===== config.mk =====
export PLATFORM = sky130hd
export DESIGN_NAME = lsu_ctrl
export DESIGN_NICKNAME = d
export VERILOG_FILES = /design/src/rtl/lsu_pkg.sv /design/src/rtl/lsu_align.sv /design/src/rtl/lsu_ctrl.sv
export SDC_FILE = /design/constraint.sdc
export NUM_CORES = 1
export LEC_CHECK = 0
export CAP_MARGIN = 5
export CORE_MARGIN = 8
export CORE_UTILIZATION = 30
export DETAILED_ROUTE_END_ITERATION = 8
export GPL_ROUTABILITY_DRIVEN = 0
export GPL_TIMING_DRIVEN = 0
export PLACE_DENSITY = 0.69
export REMOVE_ABC_BUFFERS = 1
export SLEW_MARGIN = 20
export SYNTH_ARGS = -nofsm -noshare
export SYNTH_HDL_FRONTEND = slang
export SYNTH_SLANG_ARGS = --single-unit
export TNS_END_PERCENT = 30

===== constraint.sdc =====
create_clock -name clk -period 6.6 [get_ports clk]
set_clock_uncertainty 0.05 [all_clocks]
set_input_delay 1.32 -clock clk [delete_from_list [all_inputs] [get_ports clk]]
set_output_delay 1.32 -clock clk [all_outputs]
set_load 0.01 [all_outputs]

===== src/rtl/lsu_pkg.sv =====
// Shared encodings and types for the load/store controller.
package lsu_pkg;

   localparam logic [1:0] SZ_B = 2'b00;
   localparam logic [1:0] SZ_H = 2'b01;
   localparam logic [1:0] SZ_W = 2'b10;
   localparam logic [1:0] SZ_X = 2'b11;

   localparam int unsigned TIMEOUT_DEF = 16;

   typedef enum logic [1:0] {
      ST_IDLE = 2'd0,
      ST_REQ  = 2'd1,
      ST_RESP = 2'd2
   } state_e;

   typedef struct packed {
      logic        we;
      logic [1:0]  size;
      logic        sext;
      logic [31:0] addr;
      logic [31:0] wdata;
   } lsu_req_t;

endpackage


===== src/rtl/lsu_align.sv =====
// Byte-enable generation, store-lane replication, alignment check and
// load-lane extraction/extension. Purely combinational.
module lsu_align
   import lsu_pkg::*;
(
   input  logic [1:0]  size_i,
   input  logic [1:0]  off_i,
   input  logic        sext_i,
   input  logic [31:0] wdata_i,
   input  logic [31:0] mem_rdata_i,
   output logic [3:0]  be_o,
   output logic [31:0] wdata_o,
   output logic        misalign_o,
   output logic [31:0] rdata_o
);

   logic [7:0]  byte_lane;
   logic [15:0] half_lane;

   assign byte_lane = mem_rdata_i[{off_i, 3'b000} +: 8];
   assign half_lane = off_i[1] ? mem_rdata_i[31:16] : mem_rdata_i[15:0];

   always_comb begin
      be_o       = 4'b0000;
      wdata_o    = wdata_i;
      misalign_o = 1'b0;
      rdata_o    = mem_rdata_i;
      case (size_i)
         SZ_B: begin
            be_o    = 4'b0001 << off_i;
            wdata_o = {4{wdata_i[7:0]}};
            rdata_o = {{24{sext_i & byte_lane[7]}}, byte_lane};
         end
         SZ_H: begin
            be_o       = 4'b0011 << off_i;
            wdata_o    = {2{wdata_i[15:0]}};
            misalign_o = off_i[0];
            rdata_o    = {{16{sext_i & half_lane[15]}}, half_lane};
         end
         SZ_W: begin
            be_o       = 4'b1111;
            misalign_o = |off_i;
         end
         default: misalign_o = 1'b1;
      endcase
   end

endmodule


===== src/rtl/lsu_ctrl.sv =====
// Load/store controller: one access at a time, req/ack memory handshake,
// alignment checking, ack timeout and formatted load return.
module lsu_ctrl
   import lsu_pkg::*;
#(
   parameter int unsigned TIMEOUT = TIMEOUT_DEF
) (
   input  logic        clk,
   input  logic        rst_n,
   input  logic        req,
   input  logic        we,
   input  logic [1:0]  size,
   input  logic        sext,
   input  logic [31:0] addr,
   input  logic [31:0] wdata,
   output logic        busy,
   output logic        done,
   output logic [31:0] rdata,
   output logic        misalign,
   output logic        timeout,
   output logic        mem_req,
   output logic        mem_we,
   output logic [3:0]  mem_be,
   output logic [31:0] mem_addr,
   output logic [31:0] mem_wdata,
   input  logic        mem_ack,
   input  logic [31:0] mem_rdata
);

   localparam int unsigned CW = (TIMEOUT > 2) ? $clog2(TIMEOUT) : 1;
   localparam logic [CW-1:0] CNT_LAST = CW'(TIMEOUT - 1);

   state_e      state_q, state_d;
   lsu_req_t    rq_q, rq_d;
   logic [CW-1:0] cnt_q, cnt_d;
   logic        mis_q, mis_d;
   logic        to_q, to_d;
   logic [31:0] rdata_q, rdata_d;

   logic        in_idle, in_req, in_resp;
   logic [1:0]  al_size, al_off;
   logic [3:0]  al_be;
   logic [31:0] al_wdata, al_rdata;
   logic        al_mis;

   assign in_idle = (state_q == ST_IDLE);
   assign in_req  = (state_q == ST_REQ);
   assign in_resp = (state_q == ST_RESP);

   // In IDLE the aligner checks the incoming request; afterwards it works
   // from the registered copy so the memory side stays stable.
   assign al_size = in_idle ? size       : rq_q.size;
   assign al_off  = in_idle ? addr[1:0]  : rq_q.addr[1:0];

   lsu_align u_align (
      .size_i      (al_size),
      .off_i       (al_off),
      .sext_i      (rq_q.sext),
      .wdata_i     (rq_q.wdata),
      .mem_rdata_i (mem_rdata),
      .be_o        (al_be),
      .wdata_o     (al_wdata),
      .misalign_o  (al_mis),
      .rdata_o     (al_rdata)
   );

   always_ff @(posedge clk or negedge rst_n) begin
      if (!rst_n) begin
         state_q <= ST_IDLE;
         rq_q    <= '0;
         cnt_q   <= '0;
         mis_q   <= 1'b0;
         to_q    <= 1'b0;
         rdata_q <= '0;
      end else begin
         state_q <= state_d;
         rq_q    <= rq_d;
         cnt_q   <= cnt_d;
         mis_q   <= mis_d;
         to_q    <= to_d;
         rdata_q <= rdata_d;
      end
   end

   always_comb begin
      state_d = state_q;
      rq_d    = rq_q;
      cnt_d   = cnt_q;
      mis_d   = mis_q;
      to_d    = to_q;
      rdata_d = rdata_q;
      case (state_q)
         ST_IDLE: begin
            if (req) begin
               rq_d    = '{we: we, size: size, sext: sext, addr: addr, wdata: wdata};
               cnt_d   = '0;
               mis_d   = al_mis;
               to_d    = 1'b0;
               state_d = al_mis ? ST_RESP : ST_REQ;
            end
         end
         ST_REQ: begin
            if (mem_ack) begin
               if (!rq_q.we) rdata_d = al_rdata;
               state_d = ST_RESP;
            end else if (cnt_q == CNT_LAST) begin
               to_d    = 1'b1;
               state_d = ST_RESP;
            end else begin
               cnt_d = cnt_q + 1'b1;
            end
         end
         ST_RESP: state_d = ST_IDLE;
         default: state_d = ST_IDLE;
      endcase
   end

   // Memory-side outputs are forced to zero outside REQ so reset and idle
   // present a quiet bus.
   assign mem_req   = in_req;
   assign mem_we    = in_req & rq_q.we;
   assign mem_be    = in_req ? al_be : 4'b0000;
   assign mem_addr  = in_req ? {rq_q.addr[31:2], 2'b00} : 32'h0;
   assign mem_wdata = in_req ? al_wdata : 32'h0;

   assign busy     = ~in_idle;
   assign done     = in_resp;
   assign misalign = in_resp & mis_q;
   assign timeout  = in_resp & to_q;
   assign rdata    = rdata_q;

endmodule

### Word-level counts from Yosys, hierarchy flattened

Index checks and enable logic that the tools add are counted.

* add/sub/neg operators: 1
* eq/ne operators: 10
* shift-type cells: 3
* mux-type cells: 23
* bitwise logic cells: 7
* reductions and logical operators: 9

Operators by type and width (count)
* case mux 32 bit (2 select lines): 2
* 2-to-1 mux 32 bit: 2
* indexed part select 32 x 6 -> 8 bit: 1
* 2-to-1 mux 16 bit: 1
* 2-to-1 mux 4 bit: 4
* 2-to-1 mux 2 bit: 6
* case mux 4 bit (3 select lines): 1
* case mux 4 bit (2 select lines): 1
* AND reduction 4 bit: 2
* != test 2 bit (second input constant): 3
* AND 1 bit: 5
* adder 4 x 1 -> 4 bit (second input constant): 1
* == test 2 x 1 -> 1 bit (second input constant): 2
* == test 2 bit (second input constant): 2
* == test 4 bit (second input constant): 1
* zero test 2 bit: 2
* case mux 2 bit (2 select lines): 1
* AND reduction 2 bit: 2
* left shift 1 x 2 -> 4 bit (first input constant): 1
* left shift 2 x 2 -> 4 bit (first input constant): 1
* 2-to-1 mux 1 bit: 3
* != test 3 x 2 -> 1 bit (second input constant): 1
* case mux 1 bit (3 select lines): 1
* AND reduction 3 bit: 1
* other kinds (5): 6

* bits in registers: 108
* input bits: 104
* output and inout port bits: 106
* word-level logic and storage cells: 63

### Depth between registers and ports, before layout

Gate-level depths: netlist of the first run.

* word-level depth: 7
* mapped depth: 9
* gate-level depth less buffers: 6

### Cells and area by module

From an unflattened synthesis of the first run, not the netlist that was laid out.

* cells, all modules: 525
* area total of the unflattened synthesis: 6098.3 sq um

By module, submodules not included
* lsu_ctrl: instances 1, cells an instance 334, area each 4847.1 sq um, sequential area each 2702.6 sq um
* lsu_align: instances 1, cells an instance 191, area each 1251.2 sq um, sequential area each 0.0 sq um

### Worst setup path after synthesis of the first run

No wires, ideal clock.

* kind: input-to-output
* start point: in size[1]
* end point: out mem_wdata[29]
* arrival time: 2.501 ns
* slack: 2.729 ns
* stages: 5
* cell sequence: mux2i_1 > buf_2 > buf_4 > nor2_1 > a311oi_1

* word-level cells in the longest chain between the ends: 4
* elaborated cells on any way between the ends: 5

RTL lines
* start, declared: RTL line lsu_ctrl.sv:12 `input logic [1:0] size,`
* 2-to-1 mux 2 bit (*): RTL line lsu_ctrl.sv:52 `assign al_size = in_idle ? size : rq_q.size;`
* == test 2 x 1 -> 1 bit or zero test 2 bit (tied branches): RTL line lsu_align.sv:28 `case (size_i)`
* case mux 32 bit (2 select lines) (*): RTL line lsu_align.sv:28
* 2-to-1 mux 32 bit (*): RTL line lsu_ctrl.sv:124 `assign mem_wdata = in_req ? al_wdata : 32'h0;`
* end, declared: RTL line lsu_ctrl.sv:25 `output logic [31:0] mem_wdata,`

Every way passes the cells marked *; elsewhere a longest branch is shown, timed or not.

### Final worst setup path of the first run

* start point: in size[1]
* end point: out mem_wdata[11]

The elaborated chain is that of the path after synthesis.

==> results of run 1 <==
==> per-layer routing <==
layer / vias to the layer above / share of wire / GRT usage
met4: 0 / 0.022 / 0.0627
li1: 2583 / - / -
met1: 2561 / 0.43 / 0.211
met3: 27 / 0.097 / 0.0612
met5: - / 0 / 0
met2: 229 / 0.45 / 0.258
==> power by group through the flow <==
stage	registers, mW	logic [mW]	clock network [mW]
final	1.18	1.83	0.554
after global routing	1.23	2.02	0.594
after CTS	1.18	1.87	0.572
after detailed placement	1.20	1.85	0
after global placement	1.18	1.77	0
after floorplan	1.19	0.916	0
==> flip-flops by register name, summed over array words and instances, names as in the netlist <==
register  flops
mis_q         1
state_q       2
rq_q         68
to_q          1
cnt_q         4
rdata        32
==> tightest hold or removal path, cell delays in order (launching register included) <==
cell and delay [ps]:
dfrtp_1 340, nand2_1 50, nand2_1 50
==> cell usage in the layout, fill, tap and decap left out, types with 2 or more instances in the layout <==
master,instances
nand2_1,254
mux2i_1,9
nor3_1,4
buf_6,3
buf_4,2
clkdlybuf4s50_1,206
conb_1,2
mux2_2,11
or3_1,8
nand2b_1,2
a21oi_1,46
a22oi_1,7
a211oi_1,2
o21ai_0,18
nor2_1,50
a31oi_2,9
a311oi_1,8
nand3_1,3
dfrtp_1,108
and2_1,41
clkinv_2,2
a31oi_1,14
nand3b_1,2
buf_16,3
clkbuf_16,9
clkinv_4,2
==> kinds of logic after synthesis <==
logic type | after synthesis
XOR/XNOR | 1
adder cells (fa/ha/maj) | 1
other | 1
AO/OA/AOI/OAI | 113
flip-flops | 108
AND/OR/NAND/NOR | 379
multiplexers | 22
buffers and inverters | 49
==> path summary, 6_finish.rpt <==
kind,start,end,cells past startpoint
max,size[1],mem_wdata[11],6
min,rq_q[43],rq_q[43],2
max reg2reg,state_q[1],rdata[14],7
min reg2reg,rq_q[43],rq_q[43],2
max in group asynchronous,rst_n,rq_q[21],2
min in group asynchronous,rst_n,rdata[27],1
==> final cells by class <==
type	count	area [um2]
tap	234	293
clock buffer	10	229
clock inverter	6	65.1
sequential	108	2700
inverter	2	7.51
timing repair buffer	216	2230
multi-input combinational	518	2690
fill	1809	10400
==> impl_metrics.toml, run 1 <==
[synth]
synthTopCellsByCount = "nand2_1, dfrtp_1, nor2_1"
ys_async_sr_fraction = 1.00
synth_compound_area_frac = 0.134
synth_edf_count = 0
synth_cells = 674
synth_top_family_by_area = "simple AND/OR/NAND/NOR gates"
yosysSeqAreaShare = 0.480
syn_area_mm2 = 0.00563
ys.warnings.count = 0
synth_seq_cells = 108
synthDistinctLibCells = 49
yosys.area_share.simple = 0.290
synth.area.mux_share = 0.0416
synthXorXnorAreaFrac = 0.00156
yosysMostFrequentCell = "nand2_1"
synth_ff_type = "dfrtp_1"
post_synth.cell_area_avg_um2 = 8.35
synth_top_area_cell = "dfrtp_1"
synth-adder-area-share = 0.00222
yosys.area.top_type_share = 0.480
synth.area.top_cells = "dfrtp_1, nand2_1, and2_1"

[detailed_routing]
drtAntennaViolNets = 0
num_vias = 5400
drt-wirelength-per-cell_um = 17.9
drt_wl_total_um = 19600
vias_per_cell = 4.94
drtIter0Drc = 269
drc = 0
dr.pass1.iters = 5

[clocking]
root_buffer = "clkbuf_16"
path_clk_slew_ps = 70
cts_htree_levels = 3
cts_resized = 0
cts.sinks = 108
insertion_delay_ps = 350
cts_hold_buf = 0
clockBufferDepth = 2
numCtsBuffers = 9
tritoncts = "done"
cts_setup_buffers = 0

[critical_path]
crit_buf_inv = 2
cpMostUsedCell = "clkdlybuf4s50_1"
r2r_slack_ps = 3080
cp-start-kind = "input port"
crit_fanout = 11
critical_path_class = "input port to primary output"
cp_data_arrival_time_ps = 3790
end_kind = "primary output"
critPathMaxStageDelay_ps = 590
slowest_stage = "clkdlybuf4s50_1"
crit_family = "buffers and inverters"
required_ps = 5230
critical_path.cell_chain = "clkdlybuf4s50_1 -> or4_1 -> o31a_1 -> mux2i_1 -> nor2_1 -> clkdlybuf4s50_1"

[die]
die_y_um = 153
rows = 50
core_area_mm2 = 0.0186
io_pins = 210
dieWidth_um = 153
start_util = 0.303
die_area_mm2 = 0.0234

[min_path]
hold_class = "flop to flop"

[place]
placed_cells = 1078
buffer_ports.inserted = 207
place_ws_ps = 1420
dp.final_hpwl_um = 13900
place_area_mm2 = 0.00792

[power_and_ir_drop]
p_comb_frac = 0.513
power_density_mw_per_mm2 = 435
finalPower_mw = 3.57
p_leak_nw = 3.63
p_int_mw = 2.10
pwr-share-seq = 0.332
p_clk_frac = 0.155
switching_power_mw = 1.47
ir_worst_vdd_mv = 0.189
switching_share = 0.411

[grt]
overflow = 0
antenna_found_initial = 0
grt_pass1_wl_um = 31500
track_usage = 0.167
grt_max_degree = 65
grt_pass1_vias = 5498

[timing]
fin_ws_ps = 1440
hold_slack_ps = 415
slew_viol_final = 0
hold_viol = 0
fmax_mhz = 194
rsz0062_at_grt = "false"
tightest_slew_ps = 991
period_needed_ps = 5160
fin_setup_tns_ps = 0
period_share = 0.782
setup_viol = 0
slew_headroom = 0.338

[layout]
finalInstanceArea_mm2 = 0.00821
final_cells = 1094
diodes = 0
postLayoutCoreUtil = 0.442
syn_to_final_growth_pct = 46.0
drive_gt1_frac = 0.0709
fin_nets = 960

[run]
maxCapViolCount = 0

[status]
outcome = "finished clean"
No activity file was read; power rests on OpenSTA's default activity.
==> run 2: changes to the inputs <==
- clock period: 6.6 -> 5.4 ns (I/O delays scaled with it)
==> results of run 2 <==
The final DEF is identical to that of run 1. Status: finished clean.
Among the figures that moved: setup slack after placement 1420 ps -> 698 ps; setup slack after layout 1440 ps -> 717 ps; register-to-register setup slack 3080 ps -> 1880 ps; total power 3.57 mW -> 4.36 mW; worst IR drop on VDD 0.189 mV -> 0.231 mV
